$ cat src/rtl/trigger_network_sync_pkg.sv
// Shared types for the network-side trigger controller.
package trigger_network_sync_pkg;

    typedef enum logic [1:0] {
        NET_IDLE,
        NET_START,
        NET_RUN,
        NET_DONE
    } net_state_t;

    localparam int unsigned STATS_W = 32;

endpackage

$ cat src/rtl/trigger_network_sync_if.sv
// Host handshake and actor-trigger bundle for trigger_network_sync.
// TRIGGER_NETWORK_SYNC_STATS_EN adds the run_cycles/sleep_cycles statistics outputs.
interface trigger_network_sync_if #(
    parameter int unsigned NUM_ACTORS = 4,
    parameter int unsigned ROUND_W    = 32
);
    import trigger_network_sync_pkg::*;

    logic                  ap_start;
    logic                  ap_done;
    logic                  ap_ready;
    logic                  ap_idle;
    logic [NUM_ACTORS-1:0] trig_start;
    logic [NUM_ACTORS-1:0] trig_idle;
    logic [NUM_ACTORS-1:0] trig_sleep;
    logic [NUM_ACTORS-1:0] trig_sync_exec;
    logic [NUM_ACTORS-1:0] trig_sync_wait;
    logic [NUM_ACTORS-1:0] trig_waited;
    logic                  all_sleep;
    logic                  all_sync;
    logic                  all_sync_wait;
    logic [NUM_ACTORS-1:0] all_waited;
    logic [ROUND_W-1:0]    sync_rounds;
`ifdef TRIGGER_NETWORK_SYNC_STATS_EN
    logic [STATS_W-1:0]    run_cycles;
    logic [STATS_W-1:0]    sleep_cycles;

    modport master (
        input  ap_start, trig_idle, trig_sleep, trig_sync_exec, trig_sync_wait, trig_waited,
        output ap_done, ap_ready, ap_idle, trig_start, all_sleep, all_sync, all_sync_wait,
        output all_waited, sync_rounds, run_cycles, sleep_cycles
    );
    modport slave (
        output ap_start, trig_idle, trig_sleep, trig_sync_exec, trig_sync_wait, trig_waited,
        input  ap_done, ap_ready, ap_idle, trig_start, all_sleep, all_sync, all_sync_wait,
        input  all_waited, sync_rounds, run_cycles, sleep_cycles
    );
`else
    modport master (
        input  ap_start, trig_idle, trig_sleep, trig_sync_exec, trig_sync_wait, trig_waited,
        output ap_done, ap_ready, ap_idle, trig_start, all_sleep, all_sync, all_sync_wait,
        output all_waited, sync_rounds
    );
    modport slave (
        output ap_start, trig_idle, trig_sleep, trig_sync_exec, trig_sync_wait, trig_waited,
        input  ap_done, ap_ready, ap_idle, trig_start, all_sleep, all_sync, all_sync_wait,
        input  all_waited, sync_rounds
    );
`endif

endinterface

$ cat src/rtl/trigger_network_sync_sat_counter.sv
// Saturating up-counter with synchronous clear (clear wins over increment).
module sat_counter #(
    parameter int unsigned W = 8
) (
    input  logic         clk,
    input  logic         rst_n,
    input  logic         clr,
    input  logic         inc,
    output logic [W-1:0] q
);

    logic [W-1:0] cnt_q, cnt_d;

    always_comb begin
        cnt_d = cnt_q;
        if (clr) begin
            cnt_d = '0;
        end else if (inc && (cnt_q != {W{1'b1}})) begin
            cnt_d = cnt_q + W'(1);
        end
    end

    always_ff @(posedge clk or negedge rst_n) begin
        if (!rst_n) begin
            cnt_q <= '0;
        end else begin
            cnt_q <= cnt_d;
        end
    end

    assign q = cnt_q;

endmodule

$ cat src/rtl/trigger_network_sync.sv
// Network controller: fans ap_start out to actor triggers, reduces their status into
// zero-latency qualifiers and reports completion. Optional TRIGGER_NETWORK_SYNC_STATS_EN.
module trigger_network_sync
    import trigger_network_sync_pkg::*;
#(
    parameter int unsigned NUM_ACTORS = 4,
    parameter int unsigned ROUND_W    = 32
) (
    input logic                    ap_clk,
    input logic                    ap_rst_n,
    trigger_network_sync_if.master bus
);

    net_state_t            state_q;
    logic                  ap_idle_q;
    logic                  ap_done_q;
    logic [NUM_ACTORS-1:0] trig_start_q;
    logic                  all_sync_q;

    logic                  all_sleep;
    logic                  all_sync;
    logic                  all_sync_wait;
    logic [NUM_ACTORS-1:0] all_waited;
    logic [NUM_ACTORS-1:0] waited_masked;

    logic                  start_clr;
    logic                  in_run;
    logic                  round_inc;
    logic [ROUND_W-1:0]    sync_rounds;

    // Qualifiers ignore controller state so triggers stay consistent across reset release.
    assign all_sleep     = &bus.trig_sleep;
    assign all_sync      = &(bus.trig_sync_exec | bus.trig_sync_wait);
    assign all_sync_wait = &bus.trig_sync_wait;

    always_comb begin
        all_waited    = '0;
        waited_masked = '0;
        for (int i = 0; i < NUM_ACTORS; i++) begin
            waited_masked    = bus.trig_waited;
            waited_masked[i] = 1'b1;
            all_waited[i]    = &waited_masked;
        end
    end

    always_ff @(posedge ap_clk or negedge ap_rst_n) begin
        if (!ap_rst_n) begin
            state_q      <= NET_IDLE;
            ap_idle_q    <= 1'b1;
            ap_done_q    <= 1'b0;
            trig_start_q <= '0;
            all_sync_q   <= 1'b0;
        end else begin
            all_sync_q   <= all_sync;
            ap_done_q    <= 1'b0;
            trig_start_q <= '0;
            case (state_q)
                NET_IDLE: begin
                    if (bus.ap_start) begin
                        state_q      <= NET_START;
                        ap_idle_q    <= 1'b0;
                        trig_start_q <= '1;
                    end
                end
                NET_START: state_q <= NET_RUN;
                NET_RUN: begin
                    if (&bus.trig_idle) begin
                        state_q   <= NET_DONE;
                        ap_done_q <= 1'b1;
                    end
                end
                NET_DONE: begin
                    state_q   <= NET_IDLE;
                    ap_idle_q <= 1'b1;
                end
                default: begin
                    state_q   <= NET_IDLE;
                    ap_idle_q <= 1'b1;
                end
            endcase
        end
    end

    assign start_clr = (state_q == NET_IDLE) && bus.ap_start;
    assign in_run    = (state_q == NET_RUN);
    assign round_inc = in_run && all_sync && !all_sync_q;

    sat_counter #(.W(ROUND_W)) u_sync_rounds (
        .clk   (ap_clk),
        .rst_n (ap_rst_n),
        .clr   (start_clr),
        .inc   (round_inc),
        .q     (sync_rounds)
    );

`ifdef TRIGGER_NETWORK_SYNC_STATS_EN
    logic [STATS_W-1:0] run_cycles;
    logic [STATS_W-1:0] sleep_cycles;

    sat_counter #(.W(STATS_W)) u_run_cycles (
        .clk   (ap_clk),
        .rst_n (ap_rst_n),
        .clr   (start_clr),
        .inc   (in_run),
        .q     (run_cycles)
    );

    sat_counter #(.W(STATS_W)) u_sleep_cycles (
        .clk   (ap_clk),
        .rst_n (ap_rst_n),
        .clr   (start_clr),
        .inc   (in_run && all_sleep),
        .q     (sleep_cycles)
    );

    assign bus.run_cycles   = run_cycles;
    assign bus.sleep_cycles = sleep_cycles;
`endif

    assign bus.ap_done       = ap_done_q;
    assign bus.ap_ready      = ap_done_q;
    assign bus.ap_idle       = ap_idle_q;
    assign bus.trig_start    = trig_start_q;
    assign bus.all_sleep     = all_sleep;
    assign bus.all_sync      = all_sync;
    assign bus.all_sync_wait = all_sync_wait;
    assign bus.all_waited    = all_waited;
    assign bus.sync_rounds   = sync_rounds;

endmodule

$ cat src/flat_wrapper.sv
// flat-port wrapper written by rule: the top's interface ports become plain ports
module trigger_network_sync_flat import trigger_network_sync_pkg::*;
#(
    parameter int unsigned NUM_ACTORS = 4,
    parameter int unsigned ROUND_W    = 32
)
  (ap_clk, ap_rst_n, bus_ap_start, bus_trig_idle, bus_trig_sleep, bus_trig_sync_exec, bus_trig_sync_wait, bus_trig_waited, bus_ap_done, bus_ap_ready, bus_ap_idle, bus_trig_start, bus_all_sleep, bus_all_sync, bus_all_sync_wait, bus_all_waited, bus_sync_rounds);
  trigger_network_sync_if #(.NUM_ACTORS(NUM_ACTORS), .ROUND_W(ROUND_W)) bus_i ();
  input logic ap_clk;
  input logic ap_rst_n;
  input wire logic [$bits(bus_i.ap_start)-1:0] bus_ap_start;
  input wire logic [$bits(bus_i.trig_idle)-1:0] bus_trig_idle;
  input wire logic [$bits(bus_i.trig_sleep)-1:0] bus_trig_sleep;
  input wire logic [$bits(bus_i.trig_sync_exec)-1:0] bus_trig_sync_exec;
  input wire logic [$bits(bus_i.trig_sync_wait)-1:0] bus_trig_sync_wait;
  input wire logic [$bits(bus_i.trig_waited)-1:0] bus_trig_waited;
  output wire logic [$bits(bus_i.ap_done)-1:0] bus_ap_done;
  output wire logic [$bits(bus_i.ap_ready)-1:0] bus_ap_ready;
  output wire logic [$bits(bus_i.ap_idle)-1:0] bus_ap_idle;
  output wire logic [$bits(bus_i.trig_start)-1:0] bus_trig_start;
  output wire logic [$bits(bus_i.all_sleep)-1:0] bus_all_sleep;
  output wire logic [$bits(bus_i.all_sync)-1:0] bus_all_sync;
  output wire logic [$bits(bus_i.all_sync_wait)-1:0] bus_all_sync_wait;
  output wire logic [$bits(bus_i.all_waited)-1:0] bus_all_waited;
  output wire logic [$bits(bus_i.sync_rounds)-1:0] bus_sync_rounds;
  assign bus_i.ap_start = bus_ap_start;
  assign bus_i.trig_idle = bus_trig_idle;
  assign bus_i.trig_sleep = bus_trig_sleep;
  assign bus_i.trig_sync_exec = bus_trig_sync_exec;
  assign bus_i.trig_sync_wait = bus_trig_sync_wait;
  assign bus_i.trig_waited = bus_trig_waited;
  assign bus_ap_done = bus_i.ap_done;
  assign bus_ap_ready = bus_i.ap_ready;
  assign bus_ap_idle = bus_i.ap_idle;
  assign bus_trig_start = bus_i.trig_start;
  assign bus_all_sleep = bus_i.all_sleep;
  assign bus_all_sync = bus_i.all_sync;
  assign bus_all_sync_wait = bus_i.all_sync_wait;
  assign bus_all_waited = bus_i.all_waited;
  assign bus_sync_rounds = bus_i.sync_rounds;
  trigger_network_sync #(.NUM_ACTORS(NUM_ACTORS), .ROUND_W(ROUND_W)) u_core (.ap_clk(ap_clk), .ap_rst_n(ap_rst_n), .bus(bus_i));
endmodule
$ cat config.mk
export PLATFORM = sky130hd
export DESIGN_NAME = trigger_network_sync_flat
export DESIGN_NICKNAME = d
export VERILOG_FILES = /design/src/rtl/trigger_network_sync_pkg.sv /design/src/rtl/trigger_network_sync_if.sv /design/src/rtl/trigger_network_sync_sat_counter.sv /design/src/rtl/trigger_network_sync.sv /design/src/flat_wrapper.sv
export SDC_FILE = /design/constraint.sdc
export NUM_CORES = 1
export LEC_CHECK = 0
export BUFFER_PORTS_ARGS = -buffer_cell sky130_fd_sc_hd__buf_2
export CAP_MARGIN = 20
export CORE_MARGIN = 1.5
export CORE_UTILIZATION = 50
export DETAILED_ROUTE_END_ITERATION = 10
export GPL_TIMING_DRIVEN = 0
export PLACE_DENSITY_LB_ADDON = 0.3
export SETUP_SLACK_MARGIN = 0.05
export SLEW_MARGIN = 15
export SYNTH_ARGS = -nofsm -noshare
export SYNTH_HDL_FRONTEND = slang
export SYNTH_SLANG_ARGS = --single-unit
export TNS_END_PERCENT = 50
$ cat constraint.sdc
create_clock -name ap_clk -period 3.3 [get_ports ap_clk]
set_clock_uncertainty 0.1 [all_clocks]
set_input_delay 0.99 -clock ap_clk [delete_from_list [all_inputs] [get_ports ap_clk]]
set_output_delay 0.99 -clock ap_clk [all_outputs]
set_load 0.05 [all_outputs]
==> impl_metrics.env, run 1 <==
export IMPL_worst_hold_path_type="flip-flop to flip-flop"
export IMPL_die_area_um2=4630
export IMPL_crit_buf_inv=2
export IMPL_yosys_mux_area_fraction=0.00946
export IMPL_timing_critical_path_arrival_ns=1.65
export IMPL_post_dp_hpwl_um=3630
export IMPL_finalCritPeriodShare=0.830
export IMPL_r2r_start="u_core.state_q[0]"
export IMPL_critPathMaxFanout=3
export IMPL_clk_pin_slew_ns=0.07
export IMPL_antenna_left=0
export IMPL_run_status="finished clean"
export IMPL_first_global_vias=1887
export IMPL_synthesis_nets=258
export IMPL_detail_route_first_pass_iterations=4
export IMPL_antenna_violations_before_repair=0
export IMPL_setup_tns_ns=0
export IMPL_worst_setup_path_start_kind="input port"
export IMPL_die_w_um=68.1
export IMPL_antenna_cells=0
export IMPL_holdBufCountCts=0
export IMPL_nNetsFinal=333
export IMPL_synthCells=230
export IMPL_insertion_delay_ns=0.29
export IMPL_hold_path_startpoint="u_core.bus.ap_idle"
export IMPL_layout_drive_gt1_share=0.278
export IMPL_routed_via_density=5.97
export IMPL_critPathRequiredTime_ns=2.21
export IMPL_grt_total_usage=0.243
export IMPL_post_cts_setup_buffer_count=0
export IMPL_vias=2124
export IMPL_synth_edff_count=0
export IMPL_timing_critical_path_from="bus_trig_sync_wait[2]"
export IMPL_report_final_setup_viol=0
export IMPL_rsz0062_at_grt="no"
export IMPL_tritoncts_num_buffers=5
export IMPL_sum_of_overflow_across_all_layers_after_global_routing=0
export IMPL_grt_start_max_net_pins=39
export IMPL_synth_most_common_cell="dfrtp_1"
export IMPL_pin_count=69
export IMPL_critical_path_most_common_cell="buf_2"
export IMPL_synth_cell_area_um2=2120
export IMPL_synth_top_cells_by_area="dfrtp_1, a21oi_1, or4_1"
export IMPL_cts_root_buffer="clkbuf_8"
export IMPL_max_stage_delay_ns=0.24
export IMPL_setup_worst_path_end_class="primary output"
export IMPL_synth_xor_area_share=0.0165
export IMPL_synth_compound_gate_area_share=0.177
export IMPL_tightestPinTransition_ns=0.850
export IMPL_final_count_of_pins_violating_max_slew=0
export IMPL_final_hold_viol_count=0
export IMPL_maxSlewHeadroom=0.433
export IMPL_slowest_stage="o22ai_1"
export IMPL_synth_top_area_share=0.437
export IMPL_cts_buffer_depth=2
export IMPL_synth_largest_area_cell="dfrtp_1"
export IMPL_remaining_drc_errors=0
export IMPL_max_cap_violations=0
export IMPL_tritoncts="yes"
export IMPL_syn_to_final_growth_pct=22.8
export IMPL_drt_initial_drc_count=161
export IMPL_port_buffer_count=68
export IMPL_grt_first_pass_wirelength_um=8460
export IMPL_placement_rows=23
export IMPL_finalWeightedCongestion=0.854
export IMPL_worst_ir_drop_vdd_uv=410
export IMPL_synth_seq_cells=38
export IMPL_synth_simple_gate_area_frac=0.272
export IMPL_cts_sinks=38
export IMPL_post_layout_total_power_uw=1440
export IMPL_dominant_combinational_cell_family_by_area_after_synthesis="simple AND/OR/NAND/NOR gates"
export IMPL_leakage_uw=0.00123
export IMPL_synth_adder_area_share=0.0296
export IMPL_timing_final_ws_setup_ns=0.562
export IMPL_timing_setup_critical_path_class="input port to primary output"
export IMPL_pwr_density_cell_nw_per_um2=555
export IMPL_placeable_core_area_um2=4030
export IMPL_synth_cells_most_frequent="dfrtp_1, a21oi_1, nand2_1"
export IMPL_final_period_minus_worst_setup_slack_ns=2.74
export IMPL_cts_resized=0
export IMPL_synth_seq_area_share=0.450
export IMPL_synthDistinctLibCells=38
export IMPL_crit_chain="buf_2 > o22ai_1 > nor2_1 > buf_2"
export IMPL_route_detailed_wl_per_inst_um=14.4
export IMPL_cts_max_level=2
export IMPL_die_h_um=68.1
export IMPL_synth_async_reset_ratio=1.00
export IMPL_post_place_ws_ns=0.293
export IMPL_drt_total_wl_um=5120
export IMPL_synth_area_per_cell_um2=9.20
export IMPL_synth_top_flop_cell="dfrtp_1"
export IMPL_timing_critical_path_max_delay_family="buffers and inverters"
export IMPL_initial_utilization=0.525
export IMPL_synth_yosys_warnings=0
export IMPL_max_freq_ghz=0.365
metal layers:
layer | track usage | wire length (um) | vias to the layer above
li1 | - | - | 1020
met1 | 0.321 | 2320 | 1005
met2 | 0.391 | 2310 | 90
met3 | 0.0576 | 409 | 9
met4 | 0.0875 | 76 | 0
met5 | 0 | 0 | -
tightest hold or removal path: stages (launching register included):
cell,delay [ns]
dfstp_2,0.38
nor2_1,0.09
a21oi_1,0.05
path summary, 6_finish.rpt:
check | depth (start not counted) | slack [ns] | to
worst max-delay path | 4 | 0.56 | bus_all_sync
worst min-delay path | 2 | 0.41 | u_core.bus.ap_idle
worst max register to register | 9 | 0.66 | u_core.u_sync_rounds.q[10]
worst min register to register | 2 | 0.41 | u_core.bus.ap_idle
max in group asynchronous | 1 | 1.87 | u_core.u_sync_rounds.q[29]
min in group asynchronous | 1 | 0.70 | u_core.u_sync_rounds.q[22]
kinds of logic (layout without fill, tap and decap cells):
family                   Yosys count  after routing
AO/OA/AOI/OAI                     62             62
XOR/XNOR                           4              4
adder cells (fa/ha/maj)            5              5
buffers and inverters             19             95
flip-flops                        38             38
multiplexers                       2              2
AND/OR/NAND/NOR                  100            100
layout by cell type (no fill, tap or decap), types with 2 or more instances in the layout:
| cell | synthesis | layout |
|---|---|---|
| o31ai_1 | 11 | 11 |
| clkbuf_8 | 0 | 5 |
| o21ai_0 | 14 | 14 |
| dfrtp_1 | 37 | 37 |
| nand3_1 | 9 | 9 |
| o22ai_1 | 2 | 2 |
| o211ai_1 | 2 | 2 |
| buf_2 | 1 | 69 |
| inv_1 | 7 | 7 |
| or2_2 | 2 | 2 |
| buf_4 | 4 | 4 |
| nor4_1 | 2 | 2 |
| a21oi_1 | 27 | 27 |
| nand4_1 | 9 | 9 |
| nand2_1 | 21 | 21 |
| nor2_1 | 9 | 9 |
| and2_1 | 2 | 2 |
| ha_1 | 5 | 5 |
| or3_1 | 13 | 13 |
| nand2b_1 | 2 | 2 |
| nor3_1 | 2 | 2 |
| and4_1 | 8 | 8 |
| clkbuf_1 | 5 | 8 |
| or4_1 | 12 | 12 |
| xnor2_1 | 3 | 3 |
| and3_1 | 7 | 7 |
| mux2i_1 | 2 | 2 |
layout make-up:
cell class / instances / area (um2)
Fill cell: 348 / 1430
Multi-Input combinational cell: 173 / 1070
Sequential cell: 38 / 952
Timing Repair Buffer: 68 / 340
Clock buffer: 8 / 80.1
Buffer: 11 / 65.1
Tap cell: 50 / 62.6
Inverter: 8 / 30.0
power breakdown:
group / total (uW) / internal [uW] / leakage [uW] / switching (uW)
clock: 316 / 150 / 0.0000395 / 166
sequential: 591 / 527 / 0.000517 / 64.2
combinational: 534 / 148 / 0.000669 / 387
metrics by stage:
stage / cells / utilization / hold WS [ns] / area (um2)
floorplan: 230 / - / 0.400 / 2120
global placement: 348 / 0.625 / 0.383 / 2520
CTS: 356 / 0.645 / 0.416 / 2600
finish: 356 / 0.645 / 0.415 / 2600
global route: 356 / 0.645 / 0.467 / 2600
detailed placement: 348 / 0.625 / 0.407 / 2520
registers in the layout, indices dropped and copies added, names as in the netlist:
register / flops
u_core.all_sync_q: 1
u_core.bus.ap_done: 1
u_core.bus.ap_idle: 1
u_core.bus.trig_start: 1
u_core.state_q: 2
u_core.u_sync_rounds.q: 32
Power figures use the tool's default switching activity.
==> run 2, diff against run 1 <==
==> constraint.sdc (replaced) <==
create_clock -name ap_clk -period 2.8 [get_ports ap_clk]
set_clock_uncertainty 0.1 [all_clocks]
set_input_delay 0.84 -clock ap_clk [delete_from_list [all_inputs] [get_ports ap_clk]]
set_output_delay 0.84 -clock ap_clk [all_outputs]
set_load 0.05 [all_outputs]
==> run 2 against run 1 <==
Design area fell by 0.14%. Die area unchanged. Via count is 0.75% lower. Sequential share of layout area increased by 0.053 points. Total power up 17%. Largest power group unchanged.
==> impl_metrics.env, run 2 (synthesized netlist as in run 1, its figures left out) <==
export IMPL_run_status="finished clean"
export IMPL_syn_to_final_growth_pct=22.6
export IMPL_max_freq_ghz=0.389
export IMPL_tritoncts="yes"
export IMPL_insertion_delay_ns=0.29
export IMPL_final_period_minus_worst_setup_slack_ns=2.57
export IMPL_multi_input_comb_area_um2=1070
export IMPL_max_stage_delay_ns=0.55
export IMPL_detail_route_first_pass_iterations=4
export IMPL_post_cts_setup_buffer_count=0
export IMPL_report_final_setup_viol=0
export IMPL_die_w_um=68.1
export IMPL_n_fill_cell=348
export IMPL_grt_total_usage=0.243
export IMPL_post_dp_hpwl_um=3630
export IMPL_critPathMaxFanout=10
export IMPL_crit_chain="inv_1 > ha_1 > inv_2 > or4_4 > a31o_4 > buf_2 > clkbuf_1 > o21ai_0 > a21oi_1"
export IMPL_grt_first_pass_wirelength_um=8460
export IMPL_cts_resized=0
export IMPL_initial_utilization=0.525
export IMPL_cts_root_buffer="clkbuf_8"
export IMPL_die_h_um=68.1
export IMPL_die_area_um2=4630
export IMPL_setup_worst_path_end_class="flip-flop"
export IMPL_pin_count=69
export IMPL_worst_setup_path_start_kind="flip-flop"
export IMPL_final_hold_viol_count=0
export IMPL_fin_worst_hold_slack_ns=0.414
export IMPL_timing_critical_path_arrival_ns=2.62
export IMPL_finalWeightedCongestion=0.854
export IMPL_leakage_uw=0.00122
export IMPL_timing_critical_path_from="u_core.state_q[0]"
export IMPL_r2r_setup_slack_ns=0.23
export IMPL_nNetsFinal=332
export IMPL_dpl_cell_area_um2=2520
export IMPL_post_layout_total_power_uw=1690
export IMPL_antenna_left=0
export IMPL_ff2ff_path_depth=9
export IMPL_timing_setup_critical_path_class="flip-flop to flip-flop"
export IMPL_drt_initial_drc_count=151
export IMPL_slowest_stage="or4_4"
export IMPL_crit_reg2reg_capture="u_core.u_sync_rounds.q[3]"
export IMPL_grt_start_max_net_pins=39
export IMPL_hold_path_startpoint="u_core.bus.ap_idle"
export IMPL_antenna_violations_before_repair=0
export IMPL_cts_max_level=2
export IMPL_largest_register_ffs=32
export IMPL_pwr_density_cell_nw_per_um2=651
export IMPL_cts_sinks=38
export IMPL_clk_pin_slew_ns=0.07
export IMPL_port_buffer_count=68
export IMPL_first_global_vias=1887
export IMPL_maxSlewHeadroom=0.427
export IMPL_layout_drive_gt1_share=0.279
export IMPL_worst_hold_path_type="flip-flop to flip-flop"
export IMPL_drt_total_wl_um=5060
export IMPL_final_count_of_pins_violating_max_slew=0
export IMPL_tritoncts_num_buffers=5
export IMPL_antenna_cells=0
export IMPL_sum_of_overflow_across_all_layers_after_global_routing=0
export IMPL_hold_path_cell_count=2
export IMPL_holdPathEnd="u_core.bus.ap_idle"
export IMPL_mostFrequentLayoutCells="buf_2, dfrtp_1, a21oi_1"
export IMPL_leading_cell_type_in_the_layout_fill_and_taps_excluded="buf_2"
export IMPL_max_cap_violations=0
export IMPL_placeable_core_area_um2=4030
export IMPL_worst_ir_drop_vdd_uv=483
export IMPL_timing_critical_path_max_delay_family="buffers and inverters"
export IMPL_remaining_drc_errors=0
export IMPL_placement_rows=23
export IMPL_fin_area_um2=2600
export IMPL_crit_buf_inv=4
export IMPL_tightestPinTransition_ns=0.859
export IMPL_routed_via_density=5.94
export IMPL_cts_buffer_depth=2
export IMPL_critPathRequiredTime_ns=2.85
export IMPL_final_util=0.644
export IMPL_vias=2108
export IMPL_final_seq_area_um2=952
export IMPL_route_detailed_wl_per_inst_um=14.3
export IMPL_rsz0062_at_grt="no"
export IMPL_r2r_start="u_core.state_q[0]"
export IMPL_finalCritPeriodShare=0.917
export IMPL_holdBufCountCts=0
## run 2: metrics by stage
stage / setup TNS, ns / cells / worst slack, ns
6_report: 0 / 355 / 0.233
5_1_grt: 0 / 355 / 0.0927
4_1_cts: 0 / 356 / 0.178
3_5_place_dp: -0.282 / 348 / -0.0573
3_3_place_gp: -0.104 / 348 / -0.0257
2_1_floorplan: 0 / 230 / 0.227
## run 2: worst register-to-register path, stage by stage (launching register included)
cell and delay, ns:
dfrtp_1 0.40, inv_1 0.11, ha_1 0.21, inv_2 0.06, or4_4 0.55, a31o_4 0.25, buf_2 0.18, clkbuf_1 0.25
o21ai_0 0.23, a21oi_1 0.09
## run 2: power by group
part,internal [uW],switching (uW)
sequential,621,74.7
combinational,173,454
clock,177,190
## run 2: how the worst max path moves through the flow
stage,to,slack [ns],cells after the start
2_1_floorplan,bus_all_sync,0.23,2
3_5_place_dp,u_core.u_sync_rounds.q[10],-0.06,8
3_3_place_gp,u_core.u_sync_rounds.q[27],-0.03,8
6_report,u_core.u_sync_rounds.q[3],0.23,9
5_1_grt,u_core.u_sync_rounds.q[11],0.09,9
4_1_cts,u_core.u_sync_rounds.q[10],0.18,9
## run 2: routing by layer
metal	GRT usage	share of wire
met5	0	0
met4	0.0875	0.013
met3	0.0576	0.074
met2	0.391	0.46
met1	0.321	0.46
## run 2: layout make-up
class,count,area share
plain buffers,10,0.0236
repair buffers,68,0.131
clock buffers,8,0.0308
flip-flops and latches,38,0.367
multi-input cells,173,0.412
inverters,8,0.0116
well taps,50,0.0241
